## config.mk

```make
export PLATFORM = sky130hd
export DESIGN_NAME = button_input
export DESIGN_NICKNAME = d
export VERILOG_FILES = /design/src/rtl/button_input.sv
export SDC_FILE = /design/constraint.sdc
export NUM_CORES = 1
export LEC_CHECK = 0
export BUFFER_PORTS_ARGS = -buffer_cell sky130_fd_sc_hd__buf_2
export CAP_MARGIN = 20
export CORE_AREA = 2 2 73 75
export CTS_CLUSTER_DIAMETER = 40
export DETAILED_ROUTE_END_ITERATION = 8
export DIE_AREA = 0 0 75 77
export GPL_ROUTABILITY_DRIVEN = 0
export PLACE_DENSITY_LB_ADDON = 0.12
export SYNTH_ARGS = -nofsm -noshare
export SYNTH_HDL_FRONTEND = slang
export SYNTH_SLANG_ARGS = --single-unit
export TNS_END_PERCENT = 50
```

## constraint.sdc

```tcl
create_clock -name clk -period 3.65 [get_ports clk]
set_input_delay 0.73 -clock clk [delete_from_list [all_inputs] [get_ports clk]]
set_output_delay 0.73 -clock clk [all_outputs]
set_load 0.005 [all_outputs]
```

## src/rtl/button_input.sv

```systemverilog
// ---------------------------------------------------------------------------
// button_input
//
// Conditions three raw mechanical push buttons (mode, up, down) into clean,
// single-cycle press pulses for the downstream clock logic.
//
// Per channel: 2-flop synchronizer -> debounce counter -> debounced level ->
// registered rising-edge press pulse. The up and down channels also
// auto-repeat while held. Pressing up and down together is treated as
// "no input": neither channel pulses and both repeat machines stay idle.
//
// Parameters
//   DEBOUNCE_CYCLES : synchronized cycles of disagreement needed before the
//                     debounced level follows the input
//   REPEAT_DELAY    : cycles from a press pulse to the first repeat pulse
//   REPEAT_RATE     : cycles between subsequent repeat pulses
//
// Ports
//   clk           : single clock, all state on rising edge
//   rst           : asynchronous active-high reset
//   btn_mode_raw  : raw mode button, active-high, asynchronous to clk
//   btn_up_raw    : raw up button, active-high, asynchronous to clk
//   btn_down_raw  : raw down button, active-high, asynchronous to clk
//   button_mode   : one-cycle press pulse (never repeats)
//   button_up     : one-cycle press / auto-repeat pulse
//   button_down   : one-cycle press / auto-repeat pulse
//   btn_level     : debounced levels {down, up, mode}
//   dbg_state     : repeat FSM states {down[1:0], up[1:0]}
//                   (0 = IDLE, 1 = HOLD, 2 = REPEAT)
//
// Handshake: there is none; outputs are plain registered pulses. A pulse is
// high for exactly one clock and the consumer samples it on the next edge.
// ---------------------------------------------------------------------------
module button_input #(
    parameter int DEBOUNCE_CYCLES = 16,
    parameter int REPEAT_DELAY    = 64,
    parameter int REPEAT_RATE     = 8
) (
    input  logic       clk,
    input  logic       rst,
    input  logic       btn_mode_raw,
    input  logic       btn_up_raw,
    input  logic       btn_down_raw,
    output logic       button_mode,
    output logic       button_up,
    output logic       button_down,
    output logic [2:0] btn_level,
    output logic [3:0] dbg_state
);

    localparam int DB_W    = $clog2(DEBOUNCE_CYCLES + 1);
    localparam int RPT_MAX = (REPEAT_DELAY > REPEAT_RATE) ? REPEAT_DELAY : REPEAT_RATE;
    localparam int HC_W    = $clog2(RPT_MAX + 1);

    typedef enum logic [1:0] {
        ST_IDLE   = 2'd0,
        ST_HOLD   = 2'd1,
        ST_REPEAT = 2'd2
    } rpt_state_t;

    // Bit order everywhere: [0] = mode, [1] = up, [2] = down.
    logic [2:0]      raw;
    logic [2:0]      sync1;
    logic [2:0]      sync2;
    logic [DB_W-1:0] db_cnt [3];
    logic [2:0]      level_q;
    logic [2:0]      rise;
    logic            both_high;

    // Repeat machines: index 0 = up, index 1 = down.
    rpt_state_t      st     [2];
    logic [HC_W-1:0] hcnt   [2];
    logic [1:0]      ud_pulse;

    assign raw       = {btn_down_raw, btn_up_raw, btn_mode_raw};
    assign rise      = btn_level & ~level_q;
    assign both_high = btn_level[1] & btn_level[2];

    assign button_up   = ud_pulse[0];
    assign button_down = ud_pulse[1];
    assign dbg_state   = {st[1], st[0]};

    // -----------------------------------------------------------------------
    // Synchronizer, debounce and press-pulse generation
    // -----------------------------------------------------------------------
    // The counter records how many consecutive synchronized cycles the input
    // has disagreed with the debounced level; once it holds DEBOUNCE_CYCLES
    // and the input still disagrees, the level flips on that edge. Any
    // agreement in between throws the count away, so short glitches vanish.
    always_ff @(posedge clk or posedge rst) begin
        if (rst) begin
            sync1       <= '0;
            sync2       <= '0;
            btn_level   <= '0;
            level_q     <= '0;
            button_mode <= 1'b0;
            for (int i = 0; i < 3; i++) begin
                db_cnt[i] <= '0;
            end
        end else begin
            sync1       <= raw;
            sync2       <= sync1;
            level_q     <= btn_level;
            button_mode <= rise[0];
            for (int i = 0; i < 3; i++) begin
                if (sync2[i] == btn_level[i]) begin
                    db_cnt[i] <= '0;
                end else if (db_cnt[i] == DB_W'(DEBOUNCE_CYCLES)) begin
                    btn_level[i] <= ~btn_level[i];
                    db_cnt[i]    <= '0;
                end else begin
                    db_cnt[i] <= db_cnt[i] + DB_W'(1);
                end
            end
        end
    end

    // -----------------------------------------------------------------------
    // Up/down auto-repeat state machines
    // -----------------------------------------------------------------------
    // Leaving IDLE with the level already high but no fresh rising edge only
    // happens after the opposite button was released from a two-button
    // press; that path re-arms the hold timer silently instead of pulsing.
    always_ff @(posedge clk or posedge rst) begin
        if (rst) begin
            ud_pulse <= '0;
            for (int j = 0; j < 2; j++) begin
                st[j]   <= ST_IDLE;
                hcnt[j] <= '0;
            end
        end else begin
            for (int j = 0; j < 2; j++) begin
                ud_pulse[j] <= 1'b0;
                if (!btn_level[j+1] || both_high) begin
                    st[j]   <= ST_IDLE;
                    hcnt[j] <= '0;
                end else begin
                    case (st[j])
                        ST_IDLE: begin
                            st[j]       <= ST_HOLD;
                            hcnt[j]     <= '0;
                            ud_pulse[j] <= rise[j+1];
                        end
                        ST_HOLD: begin
                            if (hcnt[j] == HC_W'(REPEAT_DELAY - 1)) begin
                                st[j]       <= ST_REPEAT;
                                hcnt[j]     <= '0;
                                ud_pulse[j] <= 1'b1;
                            end else begin
                                hcnt[j] <= hcnt[j] + HC_W'(1);
                            end
                        end
                        ST_REPEAT: begin
                            if (hcnt[j] == HC_W'(REPEAT_RATE - 1)) begin
                                hcnt[j]     <= '0;
                                ud_pulse[j] <= 1'b1;
                            end else begin
                                hcnt[j] <= hcnt[j] + HC_W'(1);
                            end
                        end
                        default: begin
                            st[j]   <= ST_IDLE;
                            hcnt[j] <= '0;
                        end
                    endcase
                end
            end
        end
    end

endmodule
```

==> impl_summary.log <==
INFO  metric io_pins = 15
INFO  metric drcViolationCount = 0
INFO  metric fillerInstances = 446
INFO  metric yosys.area.top_type_share = around half
INFO  metric maxSlewViolCount = 0
INFO  metric ctsResizeCount = 0
INFO  metric fp.dieArea = 5780 sq um
INFO  metric vdd.ir_drop.worst = 0.000285 V
INFO  metric layout_common_cells = 48 x sky130_fd_sc_hd__dfrtp_1, 20 x sky130_fd_sc_hd__ha_1, 16 x sky130_fd_sc_hd__nand2_1, 16 x sky130_fd_sc_hd__inv_1
INFO  metric postRouteAntennaNets = 0
INFO  metric die_width = around 75 um
INFO  metric postCtsSetupRepairBufs = 0
INFO  metric crit_family = flip-flops
INFO  metric number_of_drc_markers_in_iteration_0 = 51
INFO  metric cts_hold_repair.buffers = 0
INFO  metric final.min_clock_period = about 1.7 ns
INFO  metric first_global_vias = around 1600
INFO  metric portBuffers = 14
INFO  metric syn_avg_cell_area = between 10 and 15 sq um
INFO  metric crit_path_max_incr_delay = 0.43 ns
INFO  metric globalRoute.totalOverflow = 0
INFO  metric crit_arrival = 1.96 ns
INFO  metric via_count = 1516
INFO  metric ctsHtreeMaxLevel = 2
INFO  metric cp.buffers_inverters = 1
INFO  metric starting_density_of_the_core = just under 50%
INFO  metric drive_above_1_share = between 10% and 20%
INFO  metric synth_seq_area_share = between 50 and 60%
INFO  metric insertedDiodeCount = 0
INFO  metric crit_path_top_delay_cell = sky130_fd_sc_hd__dfrtp_1
INFO  metric min_period_over_period = between 40% and 50%
INFO  metric synth_area_leaders = sky130_fd_sc_hd__dfrtp_1 50%, sky130_fd_sc_hd__ha_1 10%, sky130_fd_sc_hd__xor2_1 4.7%, sky130_fd_sc_hd__inv_1 2.7%, sky130_fd_sc_hd__a211oi_1 2.5%
INFO  metric tritoncts_num_sinks = between 40 and 50
INFO  metric ys.warnings.count = 0
INFO  metric fin_worst_skew = 0.00421 ns
INFO  metric groute.layer.met1.usage = 19.9%
INFO  metric antenna_violations_before_repair = 0
INFO  metric detail_route.wirelength = 3.81 mm
INFO  metric drt-vias-per-instance = 5.17
INFO  metric finalHoldViolCount = 0
INFO  metric cellPowerDensity = about 330 nW/um^2
INFO  metric clockRootBuffer = sky130_fd_sc_hd__clkbuf_8
INFO  metric insertion_delay = 0.29 ns
INFO  metric detail_route.wl_per_cell = 13.0 um
INFO  metric postSynthRegisterBits = 48
INFO  metric grt_util_all_layers = between 10% and 20%
INFO  metric setup_repair_after_global_routing_missed_its_margin = false
INFO  metric worst_hold_path_type = flip-flop to flip-flop
INFO  metric synthesis.area = 2400 sq um
INFO  metric finalNetCount = 248
INFO  metric setup_viol = 0
INFO  metric most_common_library_cell_in_the_layout_ignoring_fill_and_taps = sky130_fd_sc_hd__dfrtp_1
INFO  metric critical_path.startpoint_type = flip-flop
INFO  metric totalNegativeSetupSlack = 0 ns
INFO  metric worstPathCellList = inv_1 -> ha_1 -> or2_2 -> o32ai_4 -> mux2i_1
INFO  metric netlist-cell-type-count = 33
INFO  metric wire_length_of_the_first_global_routing_pass = 7.19 mm
INFO  metric synth_cells = 202
INFO  metric use_met2 = 25.2%
INFO  metric max-cap-violations = 0
INFO  metric cts.clk_slew.worst_paths = 0.08 ns
INFO  metric global_route_track_usage_on_met3 = under 10%
INFO  metric cp-end-kind = flip-flop
INFO  metric cp_data_required_time = 3.87 ns
INFO  metric place_hpwl = approximately 2.8 mm
INFO  metric area_growth = 9.96%
INFO  metric path_max_fanout = 6
INFO  metric cts_tree = done
INFO  metric die_h = around 77 um
INFO  metric maximum_number_of_pins_on_one_net_before_global_route_repair = 49
INFO  metric core_area = 4980 sq um
INFO  metric ctsLongestPathBuffers = 2
INFO  metric maxClockFrequency = 572 MHz
INFO  metric placement.cell_area = between 2000 and 3000 sq um
INFO  metric postLayoutCellArea = between 2000 and 3000 sq um
INFO  metric max_slew.worst_pin.slew = roughly 0.98 ns
INFO  metric synth.net_count = 227
INFO  metric worst_max_slew_margin_expressed_relative_to_the_limit = between 30% and 40%
INFO  metric status = complete, no violations
INFO  metric std_cell_rows = 26
INFO  metric grt-busiest-layer = met2
INFO  metric cts_made_buffers = 5
INFO  metric drt_pass1_iterations = 4
INFO  metric static-leakage-power = 0.00119 uW
INFO  metric synth_area_leader_cell = sky130_fd_sc_hd__dfrtp_1
INFO  metric criticalPathCategory = flip-flop to flip-flop
-- layout make-up --
| class | instances | area [sq um] | area share (%) |
|---|---|---|---|
| clock inverters | 2 | 12.5 | 0.474 |
| multi-input cells | 137 | 1130 | 43.0 |
| flip-flops and latches | 48 | 1200 | 45.5 |
| repair buffers | 14 | 70.1 | 2.66 |
| clock buffers | 5 | 68.8 | 2.61 |
| inverters | 17 | 63.8 | 2.42 |
| well taps | 70 | 87.6 | 3.32 |
-- final timing paths --
check	end	depth (start not counted)	slack, ns	from
max in group asynchronous	hcnt[7]	2	2.38	rst
setup reg to reg	dbg_state[2]	5	1.90	dbg_state[2]
hold reg to reg	sync2[0]	0	0.36	sync1[0]
setup / recovery	dbg_state[2]	5	1.90	dbg_state[2]
hold / removal	sync2[0]	0	0.36	sync1[0]
min in group asynchronous	dbg_state[2]	2	0.66	rst
-- registers in the layout, indices dropped and copies added (netlist names) --
register,cells
button_mode,1
sync1,3
dbg_state,4
db_cnt,15
btn_level,3
sync2,3
level_q,3
hcnt,14
ud_pulse,2
-- synth_stat cells --
cell type,n
sky130_fd_sc_hd__mux2i_1,4
sky130_fd_sc_hd__nand3_2,1
sky130_fd_sc_hd__o41ai_4,2
sky130_fd_sc_hd__nand3b_1,2
sky130_fd_sc_hd__and3_1,1
sky130_fd_sc_hd__nor2b_1,4
sky130_fd_sc_hd__nor2_1,14
sky130_fd_sc_hd__o32ai_4,2
sky130_fd_sc_hd__or2_2,2
sky130_fd_sc_hd__ha_1,20
sky130_fd_sc_hd__nor3_1,4
sky130_fd_sc_hd__o21ai_0,4
sky130_fd_sc_hd__nand3_4,1
sky130_fd_sc_hd__a221oi_1,1
sky130_fd_sc_hd__and3b_1,1
sky130_fd_sc_hd__inv_1,17
sky130_fd_sc_hd__a221oi_2,3
sky130_fd_sc_hd__nand3_1,10
sky130_fd_sc_hd__xor2_1,13
sky130_fd_sc_hd__xnor2_1,5
sky130_fd_sc_hd__o311a_1,2
sky130_fd_sc_hd__a211oi_1,8
sky130_fd_sc_hd__nand2_2,1
sky130_fd_sc_hd__nand2_1,16
sky130_fd_sc_hd__and2_1,2
sky130_fd_sc_hd__mux2_2,3
sky130_fd_sc_hd__and4bb_2,1
sky130_fd_sc_hd__or2_0,2
sky130_fd_sc_hd__dfrtp_1,48
sky130_fd_sc_hd__o21ai_1,2
sky130_fd_sc_hd__nor4bb_1,1
sky130_fd_sc_hd__nand4bb_1,3
sky130_fd_sc_hd__or3_1,2
-- power breakdown --
group          internal, uW  switching (uW)  leakage, uW
clock                   130             163    0.0000400
sequential              543            9.77     0.000649
combinational          12.5            21.2     0.000505
-- per-layer routing --
layer  part of all wire (%)  vias up
met3                    3.3        2
met1                     47      756
met2                     49       18
met5                      0        -
met4                   0.63        0
li1                       -      740
-- worst register-to-register path, cell delays in order (launching register included) --
cell                      delay, ns
sky130_fd_sc_hd__dfrtp_1       0.43
sky130_fd_sc_hd__inv_1         0.11
sky130_fd_sc_hd__ha_1          0.29
sky130_fd_sc_hd__or2_2         0.34
sky130_fd_sc_hd__o32ai_4       0.27
sky130_fd_sc_hd__mux2i_1       0.23
-- kinds of logic after synthesis --
logic type,after synthesis,synth area share (%)
compound gates,24,11.4
mux,7,3.08
fa+ha+maj,20,10.4
xor+xnor,18,6.57
flops,48,50.1
buf+inv,17,2.66
simple gates,68,15.8
-- stage by stage --
step / utilization [%] / cells / total power, uW / setup WS [ns] / hold WS, ns
floorplan: - / 202 / 586 / 1.78 / 0.331
global placement: 51.4 / 286 / 595 / 1.96 / 0.334
detailed placement: 51.4 / 286 / 599 / 1.90 / 0.343
CTS: 53.0 / 293 / 899 / 1.88 / 0.363
global route: 53.0 / 293 / 928 / 1.76 / 0.369
finish: 53.0 / 293 / 879 / 1.90 / 0.357
Power figures use the tool's default switching activity.
